**config.mk**
```make
export PLATFORM = sky130hd
export DESIGN_NAME = serial_comparator
export DESIGN_NICKNAME = d
export VERILOG_FILES = /design/src/rtl/serial_comparator_pkg.sv /design/src/rtl/serial_comparator_bit_counter.sv /design/src/rtl/serial_comparator.sv
export SDC_FILE = /design/constraint.sdc
export NUM_CORES = 1
export LEC_CHECK = 0
export ABC_CLOCK_PERIOD_IN_PS = 2600
export CAP_MARGIN = 20
export CORE_AREA = 3 3 40 42
export CTS_CLUSTER_SIZE = 24
export DETAILED_ROUTE_END_ITERATION = 12
export DIE_AREA = 0 0 43 45
export MAX_ROUTING_LAYER = met4
export PLACE_DENSITY = 0.68
export SYNTH_ARGS = -nofsm -noshare
export SYNTH_HDL_FRONTEND = slang
export SYNTH_SLANG_ARGS = --single-unit
```
**constraint.sdc**
```tcl
create_clock -name clk -period 2.6 [get_ports clk]
set_input_delay 0.39 -clock clk [delete_from_list [all_inputs] [get_ports clk]]
set_output_delay 0.39 -clock clk [all_outputs]
set_load 0.02 [all_outputs]
```
**src/rtl/serial_comparator_pkg.sv**
```systemverilog
// Shared types and defaults for the MSB-first serial magnitude comparator.
package serial_comparator_pkg;

  localparam int DEFAULT_WIDTH = 8;

  typedef enum logic [1:0] {
    IDLE,
    COMPARE,
    DONE
  } state_t;

  typedef enum logic [1:0] {
    EQ,
    LT,
    GT
  } decision_t;

endpackage

```
**src/rtl/serial_comparator_bit_counter.sv**
```systemverilog
// Counts accepted bit pairs of one operand; saturates at WIDTH-1 so it never wraps.
module bit_counter
  import serial_comparator_pkg::*;
#(
  parameter int WIDTH = DEFAULT_WIDTH,
  localparam int CNT_W = $clog2(WIDTH)
) (
  input  logic clk,
  input  logic rst,
  input  logic clear,
  input  logic enable,
  output logic terminal
);

  logic [CNT_W-1:0] count_q, count_d;

  assign terminal = (count_q == CNT_W'(WIDTH - 1));

  always_comb begin
    count_d = count_q;
    if (clear) begin
      count_d = '0;
    end else if (enable && !terminal) begin
      count_d = count_q + CNT_W'(1);
    end
  end

  always_ff @(posedge clk) begin
    if (rst) begin
      count_q <= '0;
    end else begin
      count_q <= count_d;
    end
  end

endmodule

```
**src/rtl/serial_comparator.sv**
```systemverilog
// Unsigned serial comparator: operands arrive MSB-first one bit pair per valid cycle;
// the first differing pair decides the result, reported with a one-cycle done pulse.
module serial_comparator
  import serial_comparator_pkg::*;
#(
  parameter int WIDTH = DEFAULT_WIDTH
) (
  input  logic clk,
  input  logic rst,
  input  logic start,
  input  logic bit_valid,
  input  logic a_bit,
  input  logic b_bit,
  output logic busy,
  output logic done,
  output logic lesser,
  output logic greater,
  output logic equal
);

  state_t    state_q, state_d;
  decision_t decision_q, decision_d;
  logic      lesser_q, lesser_d;
  logic      greater_q, greater_d;
  logic      equal_q, equal_d;
  logic      cnt_clear;
  logic      cnt_enable;
  logic      cnt_last;

  bit_counter #(
    .WIDTH(WIDTH)
  ) u_bit_counter (
    .clk     (clk),
    .rst     (rst),
    .clear   (cnt_clear),
    .enable  (cnt_enable),
    .terminal(cnt_last)
  );

  assign busy    = (state_q == COMPARE);
  assign done    = (state_q == DONE);
  assign lesser  = lesser_q;
  assign greater = greater_q;
  assign equal   = equal_q;

  always_comb begin
    state_d    = state_q;
    decision_d = decision_q;
    lesser_d   = lesser_q;
    greater_d  = greater_q;
    equal_d    = equal_q;
    cnt_clear  = 1'b0;
    cnt_enable = 1'b0;

    case (state_q)
      IDLE: begin
        if (start) begin
          state_d    = COMPARE;
          decision_d = EQ;
          lesser_d   = 1'b0;
          greater_d  = 1'b0;
          equal_d    = 1'b0;
          cnt_clear  = 1'b1;
        end
      end

      COMPARE: begin
        if (bit_valid) begin
          cnt_enable = 1'b1;
          if (decision_q == EQ) begin
            if (a_bit && !b_bit) begin
              decision_d = GT;
            end else if (!a_bit && b_bit) begin
              decision_d = LT;
            end
          end
          // Flags load from the updated decision so a deciding LSB is not lost.
          if (cnt_last) begin
            state_d   = DONE;
            lesser_d  = (decision_d == LT);
            greater_d = (decision_d == GT);
            equal_d   = (decision_d == EQ);
          end
        end
      end

      DONE: begin
        state_d = IDLE;
      end

      default: begin
        state_d = IDLE;
      end
    endcase
  end

  always_ff @(posedge clk) begin
    if (rst) begin
      state_q    <= IDLE;
      decision_q <= EQ;
      lesser_q   <= 1'b0;
      greater_q  <= 1'b0;
      equal_q    <= 1'b0;
    end else begin
      state_q    <= state_d;
      decision_q <= decision_d;
      lesser_q   <= lesser_d;
      greater_q  <= greater_d;
      equal_q    <= equal_d;
    end
  end

endmodule

```
==> results_dict.tcl, run 1 <==
set metrics [dict create \
    power_mw 0.345 \
    cts.sinks 10 \
    fp.dieArea_um2 1940 \
    synth_top_flop_cell "dfxtp_1" \
    wl_per_cell_um 11.7 \
    clock-root-buffer "clkbuf_4" \
    clk_pin_slew_ns 0.08 \
    core_um2 1280 \
    grt_max_degree 12 \
    avgSynthCellArea_um2 9.94 \
    cts_buffers 3 \
    required_ns 2.21 \
    power_density_nw_per_um2 524 \
    syn-num-nets 60 \
    critPathMaxFanout 11 \
    grt_pass1_vias 376 \
    drc 0 \
    synth_cells 52 \
    p_leak_nw 0.250 \
    fp.dieW_um 43 \
    tritoncts "done" \
    synth_edf_count 0 \
    viasPerCell 5.32 \
    grt_pass1_wl_um 1590 \
    row_count 13 \
    finalCritPeriodShare 0.729 \
    ir_worst_vdd_uv 277 \
    end_kind "output port" \
    dpl.hpwl_um 693 \
    die_y_um 45 \
    antenna_found_initial 0 \
    timing.fmax_mhz 527 \
    crit_slowest_cell "clkdlybuf4s50_1" \
    min_path_type "flop to flop" \
    dr.pass1.iters 4 \
    vias 420 \
    seq_area_frac_synth 0.387 \
    rsz0062_at_grt "false" \
    fin_setup_tns_ns 0 \
    antenna_left 0 \
    async_flop_share 0 \
    netlist.area_leader.share 0.387 \
    cts_max_level 1 \
    final_util 0.513 \
    status "finished clean" \
    drive_gt1_frac 0.141 \
    netlist-cell-type-count 28 \
    drt_iter0_markers 5 \
    clk_latency_ns 0.27 \
    initial_core_util 0.402 \
    grt.total_usage 0.116 \
    cts_setup_buffers 0 \
    cts_buffer_depth 2 \
    num_antenna_cells 0 \
    worst_pin_slew_ns 0.425 \
    cp_cell_sequence "and2b_1, clkdlybuf4s50_1" \
    synthTopCellsByCount "dfxtp_1, nor2_1, mux2i_1, nand4b_1, o21ai_0" \
    layout.nets 73 \
    synth_warnings 0 \
    yosysMostFrequentCell "dfxtp_1" \
    setup_violations 0 \
    ios 11 \
    critPathMaxStageDelay_ns 0.59 \
    path_class "flop to output port" \
    hold_slack_ns 0.474 \
    ctsResizeCount 0 \
    drv_slew 0 \
    area_growth_pct 27.6 \
    hold_violations 0 \
    min_path_cells 2 \
    grt_overflow 0 \
    synth-seq-cells 10 \
    routabilityCongestion 0.674 \
    cts_hold_buffers 0 \
    rr_worst_depth 5 \
    syn_area_um2 517 \
    yosysTopAreaCell "dfxtp_1" \
    maxCapViolCount 0 \
    crit_arrival_ns 1.51 \
    finClkSkew_ns 0.00845 \
    cp-start-kind "flop" \
    totalWireLength_um 927 \
    fin_crit_ns 1.90 \
    place.port_buffers 10 \
    synthTopCellsByArea "dfxtp_1, mux2i_1, nand4b_1, ha_1, nor2_1" \
    timing.slew.headroom 0.716 \
]
[worst max-delay path, delay by kind of cell (launching register included)]
kind	cells	cell delay [ns]
AND/OR/NAND/NOR	1	0.17
buffers and inverters	1	0.59
flip-flops	1	0.49
[through the flow]
stage	instance area, um^2	std cells	setup slack, ns
after floorplan	517	52	1.22
after global placement	623	75	0.692
after global routing	659	79	0.597
after detailed placement	623	75	0.676
after CTS	659	79	0.683
final	659	79	0.704
[power breakdown]
part	switching (mW)	internal, mW
Clock	0.0576	0.0849
Sequential	0.00449	0.157
Combinational	0.0186	0.0228
[registers in the layout (all words and copies together), names as in the netlist]
signal,cells
u_bit_counter.count_q,3
decision_q,2
state_q,2
equal,1
greater,1
lesser,1
[cell type report]
| class | instances | area (um^2) |
|---|---|---|
| sequential | 10 | 200 |
| timing repair buffer | 10 | 100 |
| fill | 125 | 626 |
| tap | 15 | 18.8 |
| inverter | 1 | 3.75 |
| multi-input combinational | 39 | 300 |
| clock buffer | 4 | 36.3 |
[cells by family after synthesis]
family / share of synthesized area
multiplexers: 0.0581
AO/OA/AOI/OAI: 0.165
flip-flops: 0.387
buffers and inverters: 0.0315
AND/OR/NAND/NOR: 0.293
XOR/XNOR: 0.0170
adder cells (fa/ha/maj): 0.0484
[worst paths after layout]
| check | slack (ns) | end | startpoint |
|---|---|---|---|
| max | 0.70 | busy | state_q[0] |
| min | 0.47 | greater | greater |
| max reg2reg | 1.09 | equal | u_bit_counter.count_q[0] |
| min reg2reg | 0.47 | greater | greater |
[cell usage in the layout, fill, tap and decap left out]
cell type | Yosys | routed
nor3b_1 | 2 | 2
and4bb_2 | 1 | 1
ha_1 | 2 | 2
o2111ai_1 | 1 | 1
mux2i_1 | 3 | 3
clkbuf_4 | 0 | 3
xnor2_1 | 1 | 1
dfxtp_1 | 10 | 10
or3b_1 | 1 | 1
inv_1 | 1 | 1
o41ai_2 | 1 | 1
a21oi_2 | 1 | 1
and3b_1 | 2 | 2
and2_4 | 1 | 1
clkdlybuf4s50_1 | 0 | 10
a31oi_1 | 1 | 1
o21ai_0 | 3 | 3
a21oi_1 | 1 | 1
nand3_1 | 1 | 1
nand4b_1 | 3 | 3
and2b_1 | 1 | 1
clkbuf_8 | 0 | 1
nor2b_1 | 1 | 1
a221o_1 | 1 | 1
nor2_1 | 6 | 6
nand2b_1 | 2 | 2
a22oi_1 | 1 | 1
or3b_2 | 1 | 1
o31ai_1 | 1 | 1
[routing by layer]
metal	wire length, um	part of all wire	global-route usage	vias to the layer above
met1	424	0.46	0.121	194
met4	11	0.012	0.0723	0
met3	53	0.057	0.0518	2
met2	437	0.47	0.180	7
li1	-	-	-	217
met5	0	0	-	-
(Power assumes the default switching activity.)
==> inputs of run 2 (changes only) <==
ABC_CLOCK_PERIOD_IN_PS = 1640   (was 2600)
PLACE_DENSITY = 0.7   (was 0.68)
clock period = 1.64 ns   (was 2.6 ns; I/O delays follow)
==> run 2 against run 1 <==
Final cell count up 5.1%. Critical endpoint is now equal. Critical path depth down 1. Clock-buffer cell count unchanged. Highest routed layer unchanged. Non-clock buffer count up 4. Clock skew down 0.0032 ns.
==> results_dict.tcl, run 2 (synthesized netlist as in run 1, its figures left out) <==
set metrics [dict create \
    die_y_um 45 \
    clk_pin_slew_ns 0.07 \
    cts_hold_buffers 0 \
    drive_gt1_frac 0.221 \
    min_path_cells 2 \
    regMostFlops "u_bit_counter.count_q" \
    finClkSkew_ns 0.00527 \
    largest_reg_flops 3 \
    holdPathEnd "greater" \
    grt_overflow 0 \
    cts_max_level 1 \
    tritoncts "done" \
    end_kind "output port" \
    grt_pass1_wl_um 1580 \
    ir_worst_vdd_uv 711 \
    crit_arrival_ns 1.20 \
    totalWireLength_um 923 \
    cts_buffers 3 \
    crit_slowest_cell "clkdlybuf4s50_1" \
    cp_cell_sequence "clkdlybuf4s50_1" \
    routabilityCongestion 0.727 \
    final_cell_mix "dfxtp_1, clkdlybuf4s50_1, nor2_1" \
    clock-root-buffer "clkbuf_4" \
    clk_latency_ns 0.27 \
    hold_violations 0 \
    r2r-start "u_bit_counter.count_q[0]" \
    timing.slew.headroom 0.828 \
    num_antenna_cells 0 \
    drc 0 \
    path_class "flop to output port" \
    antenna_found_initial 0 \
    p_leak_nw 0.276 \
    r2r-end "u_bit_counter.count_q[2]" \
    dpl.hpwl_um 698 \
    finalCritPeriodShare 0.883 \
    fin_crit_ns 1.45 \
    rr_worst_depth 5 \
    area_growth_pct 33.4 \
    wl_per_cell_um 11.1 \
    power_density_nw_per_um2 796 \
    layout.nets 77 \
    ff2ff_setup_slack_ns 0.20 \
    place_inst 79 \
    cts_buffer_depth 2 \
    cp-start-kind "flop" \
    setup_violations 0 \
    drt_iter0_markers 1 \
    ios 11 \
    nFillCells 130 \
    cts.sinks 10 \
    min_path_type "flop to flop" \
    dr.pass1.iters 4 \
    rsz0062_at_grt "false" \
    seq_area_um2 203 \
    top_regs "u_bit_counter.count_q x3, decision_q x2, state_q x2" \
    timing.fmax_mhz 690 \
    finalNonFillerCells 83 \
    place.port_buffers 10 \
    grt.total_usage 0.120 \
    status "finished clean" \
    multiInputGateArea_um2 300 \
    required_ns 1.39 \
    vias 435 \
    maxCapViolCount 0 \
    row_count 13 \
    pre_cts_slack_ns -0.0376 \
    drv_slew 0 \
    cp.buffers_inverters 1 \
    fp.dieArea_um2 1940 \
    critPathMaxStageDelay_ns 0.60 \
    fin_setup_tns_ns 0 \
    cp_top_family "buffers and inverters" \
    viasPerCell 5.24 \
    holdCritStartpoint "greater" \
    worst_pin_slew_ns 0.258 \
    antenna_left 0 \
    grt_pass1_vias 401 \
    critPathMaxFanout 2 \
    core_um2 1280 \
    hold_slack_ns 0.473 \
    fp.dieW_um 43 \
    grt_max_degree 12 \
    cp.depth 1 \
    postLayoutSetupSlackWorst_ns 0.192 \
    initial_core_util 0.402 \
]
==> run 2: changes by cell type in the layout (fill, tap and decap cells not counted) <==
| cell | before | now |
|---|---|---|
| buf_4 | 0 | 4 |
| clkdlybuf4s50_1 | 10 | 8 |
| dfxtp_1 | 10 | 8 |
| dfxtp_2 | 0 | 2 |
| dlygate4sd2_1 | 0 | 2 |
==> run 2: routing by layer <==
metal  up-vias  wire length [um]  track usage
met5         -                 0            -
met4         0                21       0.0723
met3         4                70       0.0598
met2        11               425        0.177
met1       194               406        0.131
li1        226                 -            -
==> run 2: layout make-up <==
class                      count  area share
inverter                       1     0.00544
clock buffer                   4      0.0526
multi-input combinational     39       0.436
timing repair buffer          14       0.185
sequential                    10       0.294
tap                           15      0.0272
==> run 2: worst min-delay path: cells and delay by family, from the launching register on <==
kind,cells,cell delay (ns)
simple gates,1,0.07
flops,1,0.31
compound gates,1,0.05
==> run 2: through the flow <==
step	cell area, um^2	utilization	power [mW]
after floorplan	517	-	0.302
after global placement	653	0.508	0.333
after detailed placement	653	0.508	0.334
after CTS	689	0.537	0.559
after global routing	689	0.537	0.580
final	689	0.537	0.549
==> run 2: power breakdown <==
group	internal, mW	total [mW]	leakage [nW]	switching (mW)
clock	0.135	0.221	0.0210	0.0866
sequential	0.249	0.257	0.0818	0.00729
combinational	0.0401	0.0707	0.174	0.0306
==> run 2: worst max path at each step <==
stage,startpoint,end,slack [ns]
final,equal,equal,0.19
after global routing,u_bit_counter.count_q[0],equal,0.09
after CTS,equal,equal,0.18
after detailed placement,start,equal,-0.04
after global placement,start,equal,-0.02
after floorplan,u_bit_counter.count_q[0],greater,0.26
==> run 2: repair_timing <==
item | in CTS | in global routing
gates resized for setup | 4 | 0
endpoints found under the setup margin | 2 | 0
buffers inserted | 0 | 0
==> inputs of run 3 (changes only) <==
ABC_CLOCK_PERIOD_IN_PS = not set   (was 1640)
PLACE_DENSITY = 0.68   (was 0.7)
clock period = 1.65 ns   (was 1.64 ns; I/O delays follow)
==> run 3 against run 2 <==
Non-clock buffer count grew 2. Clock-buffer cell count fell by 1. Die area unchanged. Critical endpoint is now u_bit_counter.count_q[2]. Largest power group unchanged.
==> results_dict.tcl, run 3 (synthesized netlist as in run 1, its figures left out) <==
set metrics [dict create \
    finalNonFillerCells 84 \
    antenna_left 0 \
    cp.buffers_inverters 0 \
    cp-start-kind "flop" \
    die_y_um 45 \
    tritoncts "done" \
    grt_pass1_vias 434 \
    top_regs "u_bit_counter.count_q x3, decision_q x2, state_q x2" \
    grt.busiest_layer "met2" \
    status "finished clean" \
    switching_share 0.246 \
    use_met1 0.123 \
    power_mw 0.498 \
    dpl_cell_area_um2 668 \
    hold_slack_ns 0.472 \
    area_growth_pct 33.4 \
    drive_gt1_frac 0.217 \
    clk_pin_slew_ns 0.07 \
    regMostFlops "u_bit_counter.count_q" \
    path_class "flop to flop" \
    drv_slew 0 \
    place_inst 81 \
    cts_setup_buffers 0 \
    critPathMaxStageDelay_ns 0.37 \
    clock_power_share 0.338 \
    place.port_buffers 10 \
    worst_pin_slew_ns 0.275 \
    dr.pass1.iters 2 \
    rsz0062_at_grt "false" \
    core_um2 1280 \
    dpl.hpwl_um 773 \
    cp_top_family "adder cells" \
    setup_violations 0 \
    final_util 0.537 \
    crit_arrival_ns 1.61 \
    timing.slew.headroom 0.817 \
    antenna_found_initial 0 \
    fin_crit_ns 1.45 \
    routabilityCongestion 0.682 \
    postLayoutSetupSlackWorst_ns 0.197 \
    grt_max_degree 10 \
    cts_max_level 1 \
    final_cell_mix "dfxtp_1, clkdlybuf4s50_1, nor2_1, buf_4" \
    crit_slowest_cell "and4bb_2" \
    required_ns 1.81 \
    grt_use_met2 0.195 \
    finalCritPeriodShare 0.881 \
    cts_buffer_depth 2 \
    drc 0 \
    p_leak_nw 0.279 \
    wl_per_cell_um 11.8 \
    cts.sinks 10 \
    finClkSkew_ns 0.00819 \
    final_cell_area_um2 689 \
    seqPwrFrac 0.510 \
    cts_buffers 3 \
    ir_worst_vdd_uv 465 \
    power_density_nw_per_um2 722 \
    grt_pass1_wl_um 1660 \
    cp_cell_sequence "ha_1, ha_1, and4bb_2, mux2i_1, nor2_1" \
    initial_core_util 0.402 \
    layout.nets 79 \
    ios 11 \
    hold_violations 0 \
    min_path_type "flop to flop" \
    clk_latency_ns 0.27 \
    layout_commonest_cell "dfxtp_1" \
    grt_use_met3 0.0717 \
    switchingPower_mw 0.123 \
    largest_reg_flops 3 \
    fin_setup_tns_ns 0 \
    fp.dieArea_um2 1940 \
    pre_cts_slack_ns -0.0354 \
    timing.fmax_mhz 688 \
    totalWireLength_um 987 \
    row_count 13 \
    grt.total_usage 0.123 \
    fp.dieW_um 43 \
    critPathMaxFanout 4 \
    maxCapViolCount 0 \
    grt_overflow 0 \
    clock-root-buffer "clkbuf_4" \
    end_kind "flop" \
    num_antenna_cells 0 \
    path_common_cell "ha_1" \
    drt_iter0_markers 1 \
    viasPerCell 5.29 \
    power_frac_comb 0.152 \
    p_int_mw 0.375 \
    nFillCells 144 \
    vias 444 \
]
==> run 3: changes by cell type in the layout (fill, tap and decap cells not counted), sizes merged <==
cell    delta
clkbuf     -1
buf        +2
==> run 3: final cells by class <==
type / count / area [um^2] / share of cell area
clock buffers: 3 / 22.5 / 0.0327
flip-flops and latches: 10 / 201 / 0.292
well taps: 15 / 18.8 / 0.0272
inverters: 1 / 3.75 / 0.00544
repair buffers: 16 / 143 / 0.207
multi-input cells: 39 / 300 / 0.436
==> run 3: worst paths after layout <==
check	from	end	slack, ns	cells past startpoint
max	u_bit_counter.count_q[0]	u_bit_counter.count_q[2]	0.20	5
min	greater	greater	0.47	2
max reg2reg	u_bit_counter.count_q[0]	u_bit_counter.count_q[2]	0.20	5
min reg2reg	greater	greater	0.47	2
==> run 3: layer usage <==
metal / vias up / share of wire
li1: 228 / -
met3: 2 / 0.080
met5: - / 0
met4: 0 / 0.011
met2: 10 / 0.48
met1: 204 / 0.43
==> run 3: repair_timing <==
| item | in CTS | in global routing |
|---|---|---|
| resized for setup | 3 | 0 |
| setup endpoints to repair | 2 | 0 |
| hold buffers | 0 | 0 |
==> run 3: power groups by stage <==
stage | registers [mW] | clock network, mW | logic, mW
final | 0.254 | 0.168 | 0.0758
after global routing | 0.254 | 0.189 | 0.0832
after CTS | 0.254 | 0.177 | 0.0768
after detailed placement | 0.259 | 0 | 0.0778
after global placement | 0.259 | 0 | 0.0771
after floorplan | 0.258 | 0 | 0.0419
==> run 3: worst reg2reg max path: stages, from the launching register on <==
cell	delay, ns
dfxtp_1	0.32
ha_1	0.20
ha_1	0.22
and4bb_2	0.37
mux2i_1	0.20
nor2_1	0.05
